### config.mk
export PLATFORM = sky130hd
export DESIGN_NAME = uart_rx_param
export DESIGN_NICKNAME = d
export VERILOG_FILES = /design/src/rtl/uart_rx_param.sv
export SDC_FILE = /design/constraint.sdc
export NUM_CORES = 1
export LEC_CHECK = 0
export ABC_AREA = 1
export BUFFER_PORTS_ARGS = -buffer_cell sky130_fd_sc_hd__buf_2
export CAP_MARGIN = 20
export CORE_MARGIN = 4
export CORE_UTILIZATION = 45
export CTS_BUF_LIST = sky130_fd_sc_hd__clkbuf_8 sky130_fd_sc_hd__clkbuf_16
export CTS_CLUSTER_DIAMETER = 50
export DETAILED_ROUTE_END_ITERATION = 7
export PLACE_DENSITY = 0.7
export SETUP_SLACK_MARGIN = 0.05
export SYNTH_ARGS = -nofsm -noshare
export SYNTH_HDL_FRONTEND = slang
export SYNTH_SLANG_ARGS = --single-unit
### constraint.sdc
create_clock -name clk -period 1.3 [get_ports clk]
set_input_delay 0.13 -clock clk [delete_from_list [all_inputs] [get_ports clk]]
set_output_delay 0.13 -clock clk [all_outputs]
set_load 0.01 [all_outputs]
### src/rtl/uart_rx_param.sv
// -----------------------------------------------------------------------------
// uart_rx_param
//
// Parametrised asynchronous serial receiver for the debug-unit command path.
// The rxd line is synchronised, sampled with a 16x oversample clock and each
// bit is decided by a 3-sample majority vote around mid-bit (os = 7, 8, 9).
// A start bit whose majority reads 1 is treated as a glitch and dropped.
// Received characters are offered on a valid/ready handshake together with
// framing and parity flags; a frame that completes while the previous
// character is still held is dropped and reported with a one-cycle ovr_err.
//
// Parameters
//   CLK_DIV   clk cycles per oversample tick (>= 2)
//   DATA_BITS data bits per frame, LSB first on the line (5..9)
//   PARITY    0 none, 1 odd, 2 even
//   STOP_BITS 1 or 2
//
// Ports
//   clk      in   system clock
//   rst      in   synchronous active-high reset
//   rxd      in   asynchronous serial line, idle high
//   rdy_rx   in   consumer ready
//   d_rx     out  received character, first-received bit in d_rx[0]
//   vld_rx   out  d_rx / frm_err / par_err valid, held until transfer
//   frm_err  out  a stop-bit majority was 0 for the held character
//   par_err  out  parity mismatch for the held character
//   ovr_err  out  one-cycle pulse: completed frame dropped (vld_rx still 1)
//   busy     out  receiver FSM is not idle
// -----------------------------------------------------------------------------
module uart_rx_param #(
  parameter int CLK_DIV   = 54,
  parameter int DATA_BITS = 8,
  parameter int PARITY    = 0,
  parameter int STOP_BITS = 1
) (
  input  logic                 clk,
  input  logic                 rst,
  input  logic                 rxd,
  input  logic                 rdy_rx,
  output logic [DATA_BITS-1:0] d_rx,
  output logic                 vld_rx,
  output logic                 frm_err,
  output logic                 par_err,
  output logic                 ovr_err,
  output logic                 busy
);

  localparam int              TW         = (CLK_DIV > 1) ? $clog2(CLK_DIV) : 1;
  localparam logic [TW-1:0]   TICK_MAX   = TW'(CLK_DIV - 1);
  localparam logic [3:0]      BIT_LAST   = 4'(DATA_BITS - 1);
  localparam bit              HAS_PARITY = (PARITY != 0);
  localparam bit              TWO_STOP   = (STOP_BITS == 2);

  typedef enum logic [2:0] {
    S_IDLE   = 3'd0,
    S_START  = 3'd1,
    S_DATA   = 3'd2,
    S_PARITY = 3'd3,
    S_STOP   = 3'd4
  } state_t;

  // Majority of three samples.
  function automatic logic maj3(input logic a, input logic b, input logic c);
    maj3 = (a & b) | (a & c) | (b & c);
  endfunction

  // Parity error for the received data word and the received parity bit.
  function automatic logic parity_err(input logic [DATA_BITS-1:0] data,
                                      input logic                 pbit);
    logic sum;
    sum = (^data) ^ pbit;
    if (PARITY == 1) begin
      parity_err = ~sum;
    end else if (PARITY == 2) begin
      parity_err = sum;
    end else begin
      parity_err = 1'b0;
    end
  endfunction

  // Synchroniser and edge history
  logic                 r_sync1;
  logic                 r_rxd_s;
  logic                 r_rxd_prev;

  // Timing
  logic [TW-1:0]        r_tick_cnt;
  logic [3:0]           r_os;
  logic                 r_s7;
  logic                 r_s8;

  // Frame assembly
  state_t               r_state;
  state_t               w_next_state;
  logic [DATA_BITS-1:0] r_shift;
  logic [3:0]           r_bit_cnt;
  logic                 r_stop_cnt;
  logic                 r_par_acc;
  logic                 r_frm_acc;
  logic                 r_done;

  // Output holding registers
  logic [DATA_BITS-1:0] r_d;
  logic                 r_vld;
  logic                 r_frm;
  logic                 r_par;
  logic                 r_ovr;
  logic                 r_busy;

  // Combinational helpers
  logic                 w_tick;
  logic                 w_mid;
  logic                 w_end;
  logic                 w_maj;
  logic                 w_start_edge;
  logic                 w_last_stop;
  logic                 w_xfer;
  logic                 w_load;
  logic                 w_shift_en;
  logic                 w_bit_adv;
  logic                 w_par_chk;
  logic                 w_stop_chk;
  logic                 w_stop_adv;
  logic                 w_frame_end;

  assign w_tick       = (r_tick_cnt == TICK_MAX);
  assign w_mid        = w_tick && (r_os == 4'd9);
  assign w_end        = w_tick && (r_os == 4'd15);
  // Third vote is the live synchronised line in the os=9 tick cycle.
  assign w_maj        = maj3(r_s7, r_s8, r_rxd_s);
  // A falling edge is only honoured from IDLE; a line that is already low
  // (break) never produces a new edge until it has returned high.
  assign w_start_edge = (r_state == S_IDLE) && !r_rxd_s && r_rxd_prev;
  assign w_last_stop  = TWO_STOP ? r_stop_cnt : 1'b1;
  assign w_xfer       = r_vld && rdy_rx;
  assign w_load       = !r_vld || w_xfer;

  // Two-flop synchroniser plus previous-value flop for edge detection.
  always_ff @(posedge clk) begin
    if (rst) begin
      r_sync1    <= 1'b1;
      r_rxd_s    <= 1'b1;
      r_rxd_prev <= 1'b1;
    end else begin
      r_sync1    <= rxd;
      r_rxd_s    <= r_sync1;
      r_rxd_prev <= r_rxd_s;
    end
  end

  // Oversample tick divider; realigned to the start edge.
  always_ff @(posedge clk) begin
    if (rst) begin
      r_tick_cnt <= '0;
    end else if (w_start_edge || w_tick) begin
      r_tick_cnt <= '0;
    end else begin
      r_tick_cnt <= r_tick_cnt + TW'(1);
    end
  end

  // Oversample position within the current bit, held at 0 while idle.
  always_ff @(posedge clk) begin
    if (rst) begin
      r_os <= 4'd0;
    end else if (r_state == S_IDLE) begin
      r_os <= 4'd0;
    end else if (w_tick) begin
      r_os <= (r_os == 4'd15) ? 4'd0 : r_os + 4'd1;
    end
  end

  // First two majority samples of each bit.
  always_ff @(posedge clk) begin
    if (rst) begin
      r_s7 <= 1'b1;
      r_s8 <= 1'b1;
    end else begin
      if (w_tick && (r_os == 4'd7)) r_s7 <= r_rxd_s;
      if (w_tick && (r_os == 4'd8)) r_s8 <= r_rxd_s;
    end
  end

  // FSM state register.
  always_ff @(posedge clk) begin
    if (rst) begin
      r_state <= S_IDLE;
    end else begin
      r_state <= w_next_state;
    end
  end

  // FSM next-state logic.
  always_comb begin
    w_next_state = r_state;
    case (r_state)
      S_IDLE: begin
        if (w_start_edge) w_next_state = S_START;
        else              w_next_state = S_IDLE;
      end
      S_START: begin
        if (w_mid && w_maj) w_next_state = S_IDLE;
        else if (w_end)     w_next_state = S_DATA;
        else                w_next_state = S_START;
      end
      S_DATA: begin
        if (w_end && (r_bit_cnt == BIT_LAST)) begin
          w_next_state = HAS_PARITY ? S_PARITY : S_STOP;
        end else begin
          w_next_state = S_DATA;
        end
      end
      S_PARITY: begin
        if (w_end) w_next_state = S_STOP;
        else       w_next_state = S_PARITY;
      end
      S_STOP: begin
        // Finish mid-bit so a start edge right after the stop bit is seen.
        if (w_mid && w_last_stop) w_next_state = S_IDLE;
        else                      w_next_state = S_STOP;
      end
      default: w_next_state = S_IDLE;
    endcase
  end

  // FSM output decode: per-state strobes for the datapath.
  always_comb begin
    w_shift_en  = 1'b0;
    w_bit_adv   = 1'b0;
    w_par_chk   = 1'b0;
    w_stop_chk  = 1'b0;
    w_stop_adv  = 1'b0;
    w_frame_end = 1'b0;
    case (r_state)
      S_IDLE:   w_shift_en = 1'b0;
      S_START:  w_shift_en = 1'b0;
      S_DATA: begin
        w_shift_en = w_mid;
        w_bit_adv  = w_end;
      end
      S_PARITY: w_par_chk = w_mid;
      S_STOP: begin
        w_stop_chk  = w_mid;
        w_stop_adv  = w_end;
        w_frame_end = w_mid && w_last_stop;
      end
      default:  w_shift_en = 1'b0;
    endcase
  end

  // Frame assembly: data shift register, bit/stop counters, error accumulators.
  always_ff @(posedge clk) begin
    if (rst) begin
      r_shift    <= '0;
      r_bit_cnt  <= 4'd0;
      r_stop_cnt <= 1'b0;
      r_par_acc  <= 1'b0;
      r_frm_acc  <= 1'b0;
      r_done     <= 1'b0;
    end else begin
      r_done <= w_frame_end;
      if (w_start_edge) begin
        r_shift    <= '0;
        r_bit_cnt  <= 4'd0;
        r_stop_cnt <= 1'b0;
        r_par_acc  <= 1'b0;
        r_frm_acc  <= 1'b0;
      end else begin
        // LSB arrives first, so new bits enter at the MSB and move down.
        if (w_shift_en) r_shift <= {w_maj, r_shift[DATA_BITS-1:1]};
        if (w_bit_adv) begin
          r_bit_cnt <= (r_bit_cnt == BIT_LAST) ? 4'd0 : r_bit_cnt + 4'd1;
        end
        if (w_par_chk)  r_par_acc  <= parity_err(r_shift, w_maj);
        if (w_stop_chk) r_frm_acc  <= r_frm_acc | ~w_maj;
        if (w_stop_adv) r_stop_cnt <= 1'b1;
      end
    end
  end

  // Output holding registers and handshake; overrun keeps the old character.
  always_ff @(posedge clk) begin
    if (rst) begin
      r_d    <= '0;
      r_vld  <= 1'b0;
      r_frm  <= 1'b0;
      r_par  <= 1'b0;
      r_ovr  <= 1'b0;
      r_busy <= 1'b0;
    end else begin
      r_ovr  <= 1'b0;
      r_busy <= (w_next_state != S_IDLE);
      if (r_done) begin
        if (w_load) begin
          r_d   <= r_shift;
          r_frm <= r_frm_acc;
          r_par <= r_par_acc;
          r_vld <= 1'b1;
        end else begin
          r_ovr <= 1'b1;
        end
      end else if (w_xfer) begin
        r_vld <= 1'b0;
      end
    end
  end

  assign d_rx    = r_d;
  assign vld_rx  = r_vld;
  assign frm_err = r_frm;
  assign par_err = r_par;
  assign ovr_err = r_ovr;
  assign busy    = r_busy;

endmodule

==> results of run 1 <==
-- per-layer routing --
layer  vias up  share of wire [%]  track usage, %
li1        854                  -               -
met3         9                2.6            3.74
met2        23                 48            26.8
met4         0                2.6            6.47
met5         -                  0               0
met1       761                 46            19.3
-- state kept, by name, indices dropped and copies added (netlist names) --
register / flops
r_done: 1
r_tick_cnt: 6
r_os: 4
ovr_err: 1
r_sync1: 1
r_state: 3
r_s8: 1
r_shift: 8
d_rx: 8
r_s7: 1
r_rxd_prev: 1
frm_err: 1
r_bit_cnt: 4
vld_rx: 1
r_frm_acc: 1
busy: 1
r_rxd_s: 1
-- Yosys cell counts --
| master | n | area (µm²) |
|---|---|---|
| dfxtp_1 | 44 | 881 |
| nand3_1 | 12 | 60.1 |
| nor3b_1 | 1 | 7.51 |
| nand4_2 | 2 | 25.0 |
| clkinv_1 | 1 | 3.75 |
| nor2_2 | 2 | 12.5 |
| inv_1 | 27 | 101 |
| buf_6 | 2 | 22.5 |
| buf_4 | 1 | 7.51 |
| a21oi_2 | 1 | 8.76 |
| nand4_1 | 1 | 6.26 |
| nand2_2 | 2 | 12.5 |
| or2_2 | 3 | 18.8 |
| nor2_1 | 24 | 90.1 |
| buf_2 | 2 | 10.0 |
| conb_1 | 1 | 3.75 |
| nand3_2 | 5 | 50.1 |
| nor2_4 | 2 | 22.5 |
| clkbuf_2 | 1 | 5.00 |
| inv_2 | 2 | 7.51 |
| ha_1 | 6 | 75.1 |
| o21ai_1 | 3 | 15.0 |
| xnor2_1 | 2 | 17.5 |
| a21oi_1 | 24 | 120 |
| nand2_1 | 35 | 131 |
| o21ai_2 | 1 | 8.76 |
| nor3_1 | 8 | 40.0 |
| o21ai_0 | 19 | 95.1 |
-- kinds of logic after synthesis --
kind of cell | share of synthesized area, %
AND/OR/NAND/NOR | 25.6
other | 0.202
flip-flops | 47.4
AO/OA/AOI/OAI | 13.3
adder cells (fa/ha/maj) | 4.04
buffers and inverters | 8.48
XOR/XNOR | 0.942
-- stage by stage --
stage | hold WS [ns] | power [mW] | cells | utilization (%) | setup TNS [ns]
2_1_floorplan | 0.199 | 1.47 | 234 | - | -0.0123
3_3_place_gp | 0.312 | 1.51 | 319 | 54.9 | -2.39
3_5_place_dp | 0.314 | 1.51 | 319 | 54.9 | -3.35
4_1_cts | 0.00104 | 2.58 | 329 | 59.2 | -0.694
5_1_grt | 0.00301 | 2.65 | 333 | 63.5 | -4.64
6_report | 0.0130 | 2.57 | 333 | 63.5 | -2.52
-- area by class of cell --
type                            count  area [µm²]  area share, %
Timing Repair Buffer               47         352           13.8
Clock inverter                      3        46.3           1.82
Inverter                           30         115           4.53
Sequential cell                    44         885           34.8
Clock buffer                        5        68.8           2.71
Multi-Input combinational cell    154        1010           39.8
Tap cell                           50        62.6           2.46
-- power groups by stage --
stage / clock [mW] / sequential (mW) / combinational (mW)
after detailed placement: 0 / 1.40 / 0.111
after global routing: 1.13 / 1.37 / 0.148
final: 1.07 / 1.37 / 0.134
after floorplan: 0 / 1.41 / 0.0633
after CTS: 1.09 / 1.37 / 0.121
after global placement: 0 / 1.40 / 0.107
-- how the worst max path moves through the flow --
stage,from,end,slack [ns],cells after the start
2_1_floorplan,r_tick_cnt[1],r_shift[6],-0.01,8
3_3_place_gp,r_tick_cnt[1],busy,-0.11,10
3_5_place_dp,vld_rx,d_rx[3],-0.17,5
4_1_cts,r_tick_cnt[1],busy,-0.07,10
5_1_grt,r_tick_cnt[1],r_bit_cnt[3],-0.26,10
6_report,r_tick_cnt[1],r_bit_cnt[3],-0.18,10
-- repair_timing --
item / 4_1_cts / 5_1_grt
gates resized for setup: 19 / 39
buffers inserted: 2 / 4
pin swaps: 4 / 8
hold buffers: 0 / 0
setup endpoints to repair: 39 / 39
==> flow_metrics.tcl, run 1 <==
set metrics [dict create \
    track_usage_pct 15.8 \
    core-area_mm2 0.00400 \
    antenna_found_initial 0 \
    post-route-drc-count 0 \
    netlist_instances 234 \
    synth_area_mm2 0.00186 \
    p_sw_share_pct 22.3 \
    hold_path_class "in -> reg" \
    cp-end-kind "flop" \
    start_kind "flop" \
    timing_worst_setup_path_type "reg -> reg" \
    p_int_mw 2.00 \
    critical-path-slowest-cell "dfxtp_2" \
    ys_ff_latch 44 \
    rsz0062_at_grt "true" \
    cts_max_level 2 \
    place_area_mm2 0.00220 \
    grt_pass1_wl_um 6510 \
    yosysUniqueCellTypes 28 \
    skew_ns 0.00810 \
    hold_violations 0 \
    hp-start "rxd" \
    cts_sinks 44 \
    period_share_pct 114 \
    p_seq_share_pct 53.4 \
    clk_latency_ns 0.30 \
    whs_path_depth 2 \
    critPathRequiredTime_ns 1.49 \
    viasPerCell 4.95 \
    reg2reg_to "r_bit_cnt[3]" \
    whs_endpoint "r_sync1" \
    vias 1647 \
    io_buffer_count 15 \
    num_rows 23 \
    cpPeakStageDelay_ns 0.33 \
    status "finished, violations left" \
    ctsRootBufferMaster "clkbuf_8" \
    ir_worst_vdd_v 0.000790 \
    crit_family "simple AND/OR/NAND/NOR gates" \
    synth_seq_area_share_pct 47.4 \
    combinationalPowerShare_pct 5.2 \
    die_x_um 72.3 \
    die_area_mm2 0.00522 \
    reg2reg_setup_slack_ns -0.18 \
    clock_path_buffers 2 \
    first_pass_iters 4 \
    path_max_fanout 7 \
    fmax_ghz 0.676 \
    reg2regPathDepth 10 \
    antenna_left 0 \
    synth_fp_nets 244 \
    yosys_warnings 0 \
    tritoncts "built" \
    hpwl_um 2560 \
    dp_worst_setup_slack_ns -0.174 \
    drive_gt1_share_pct 42.0 \
    antennaDiodeCount 0 \
    drv_cap 0 \
    power_frac_clock_pct 41.5 \
    layout_commonest_cell "dfxtp_1" \
    grt_max_degree 18 \
    overflow 0 \
    crit_buf_inv 2 \
    final_cell_area_mm2 0.00254 \
    synth.avg_cell_area_um2 7.95 \
    finalSetupViolCount 29 \
    layout_setup_ws_ns -0.179 \
    drt-initial-drc-count 81 \
    wl_um 4060 \
    period_needed_ns 1.48 \
    first_global_vias 1559 \
    crit_chain "inv_2, ha_4, nand3_4, nor2_4, buf_12, nand3_4, nor2_2, nand2_1, nand2_1, nor2_1" \
    leakagePower_nw 1.10 \
    synthToLayoutAreaGrowth_pct 36.7 \
    gp_congestion 0.795 \
    crit_arrival_ns 1.67 \
    filler_cell_count 311 \
    routedWlPerCell_um 12.2 \
    start_util_pct 46.5 \
    r2r_start "r_tick_cnt[1]" \
    clkTransAtPathRegs_ns 0.08 \
    violations "negative setup slack" \
    final_cell_mix "dfxtp_1 (41), buf_4 (27), inv_1 (25)" \
    ios 17 \
    power.net_switching_mw 0.572 \
    nNetsFinal 292 \
    numCtsBuffers 5 \
    power.density_mw_per_mm2 1010 \
    die_h_um 72.3 \
    drv_slew 0 \
]
(Power assumes the default switching activity.)
==> inputs of run 2 (changes only) <==
Settings changed: BUFFER_PORTS_ARGS -buffer_cell sky130_fd_sc_hd__buf_2 to -buffer_cell sky130_fd_sc_hd__buf_4.
==> run 2 against run 1 <==
The flow still finishes with violations (negative setup slack). Total power shrank 1.4%. Sequential share of layout area fell by 0.72 points. Maximum frequency up 7.5%.
==> flow_metrics.tcl, run 2 (synthesis gave the netlist of run 1 again) <==
set metrics [dict create \
    io_buffer_count 15 \
    violations "negative setup slack" \
    finalSetupViolCount 19 \
    drive_gt1_share_pct 41.4 \
    skew_ns 0.00476 \
    reg2reg_setup_slack_ns -0.08 \
    start_util_pct 46.5 \
    layout_setup_ws_ns -0.0758 \
    first_global_vias 1580 \
    grt_max_degree 18 \
    numCtsBuffers 5 \
    grt_pass1_wl_um 6840 \
    drt-initial-drc-count 89 \
    cts_max_level 2 \
    ios 17 \
    final_cell_mix "dfxtp_1 (40), buf_4 (37), nand2_1 (28)" \
    die_x_um 72.3 \
    period_needed_ns 1.38 \
    crit_chain "inv_2, ha_4, nand3_4, nor2_4, buf_12, nand3_2, nand2_1, nand3_2, nand2_2, nand3_2" \
    period_share_pct 106 \
    dp_worst_setup_slack_ns -0.140 \
    wl_um 3910 \
    rsz0062_at_grt "true" \
    die_area_mm2 0.00522 \
    die_h_um 72.3 \
    nNetsFinal 289 \
    ir_worst_vdd_v 0.000683 \
    whs_path_depth 2 \
    antenna_left 0 \
    timing_worst_setup_path_type "reg -> reg" \
    ctsRootBufferMaster "clkbuf_8" \
    critical-path-slowest-cell "dfxtp_2" \
    first_pass_iters 4 \
    cts_sinks 44 \
    track_usage_pct 16.9 \
    clock_path_buffers 2 \
    hpwl_um 2620 \
    critPathRequiredTime_ns 1.49 \
    fin_cells 330 \
    crit_buf_inv 2 \
    vias 1605 \
    utilization_pct 65.0 \
    clk_latency_ns 0.29 \
    worst_path_most_repeated_cell "nand3_2" \
    cp-end-kind "flop" \
    reg2regPathDepth 10 \
    filler_cell_count 336 \
    drv_cap 0 \
    leakagePower_nw 1.08 \
    placedCellCount 318 \
    layout_commonest_cell "dfxtp_1" \
    overflow 0 \
    routedWlPerCell_um 11.8 \
    num_rows 23 \
    tritoncts "built" \
    hold_violations 0 \
    drv_slew 0 \
    hold_path_class "in -> reg" \
    path_max_fanout 7 \
    synthToLayoutAreaGrowth_pct 39.8 \
    crit_family "simple AND/OR/NAND/NOR gates" \
    crit_arrival_ns 1.57 \
    hold_buffers 0 \
    fmax_ghz 0.727 \
    cpPeakStageDelay_ns 0.33 \
    finalPower_mw 2.53 \
    antenna_found_initial 0 \
    gp_congestion 0.837 \
    status "finished, violations left" \
    post-route-drc-count 0 \
    core-area_mm2 0.00400 \
    antennaDiodeCount 0 \
    power.density_mw_per_mm2 975 \
    start_kind "flop" \
    cp_num_cells 10 \
    clkTransAtPathRegs_ns 0.08 \
    viasPerCell 4.86 \
]
[run 2: changes by cell type in the layout (fill, tap and decap cells not counted), sizes merged]
cell | before | now
buf | 47 | 44
clkinv | 0 | 2
inv | 31 | 29
[run 2: layout make-up]
cell class,instances,area (µm²),share of cell area (%)
timing repair buffer,44,383,14.7
inverter,30,123,4.72
clock inverter,3,42.5,1.64
clock buffer,5,68.8,2.65
multi-input combinational,154,1030,39.8
tap,50,62.6,2.41
sequential,44,886,34.1
[run 2: path summary, 6_finish.rpt]
| path | from | endpoint |
|---|---|---|
| max | r_tick_cnt[1] | busy |
| min | rxd | r_sync1 |
| max reg2reg | r_tick_cnt[1] | busy |
| min reg2reg | r_sync1 | r_rxd_s |
[run 2: stage by stage]
step / instance area, µm² / TNS (ns) / hold slack (ns)
detailed placement: 2230 / -3.08 / 0.318
global placement: 2230 / -1.99 / 0.315
global route: 2600 / -2.62 / 0.00864
CTS: 2500 / -0.513 / 0.0117
floorplan: 1880 / -0.0123 / 0.199
finish: 2600 / -0.634 / 0.0190
[run 2: repair_timing]
item                                    4_1_cts  5_1_grt
endpoints found under the setup margin       39       39
resized for setup                            40       25
buffers inserted                              4        0
pin swaps                                     8        6
[run 2: where the power goes]
| part | switching [mW] | internal [mW] |
|---|---|---|
| registers | 0.00962 | 1.36 |
| clock network | 0.462 | 0.568 |
| logic | 0.0735 | 0.0589 |
| total | 0.545 | 1.99 |
[run 2: layer usage]
layer  routed length, µm  GRT usage [%]
met1                1700           19.6
met2                2030           29.9
met3                 119           3.19
met4                  59           7.52
met5                   0              0
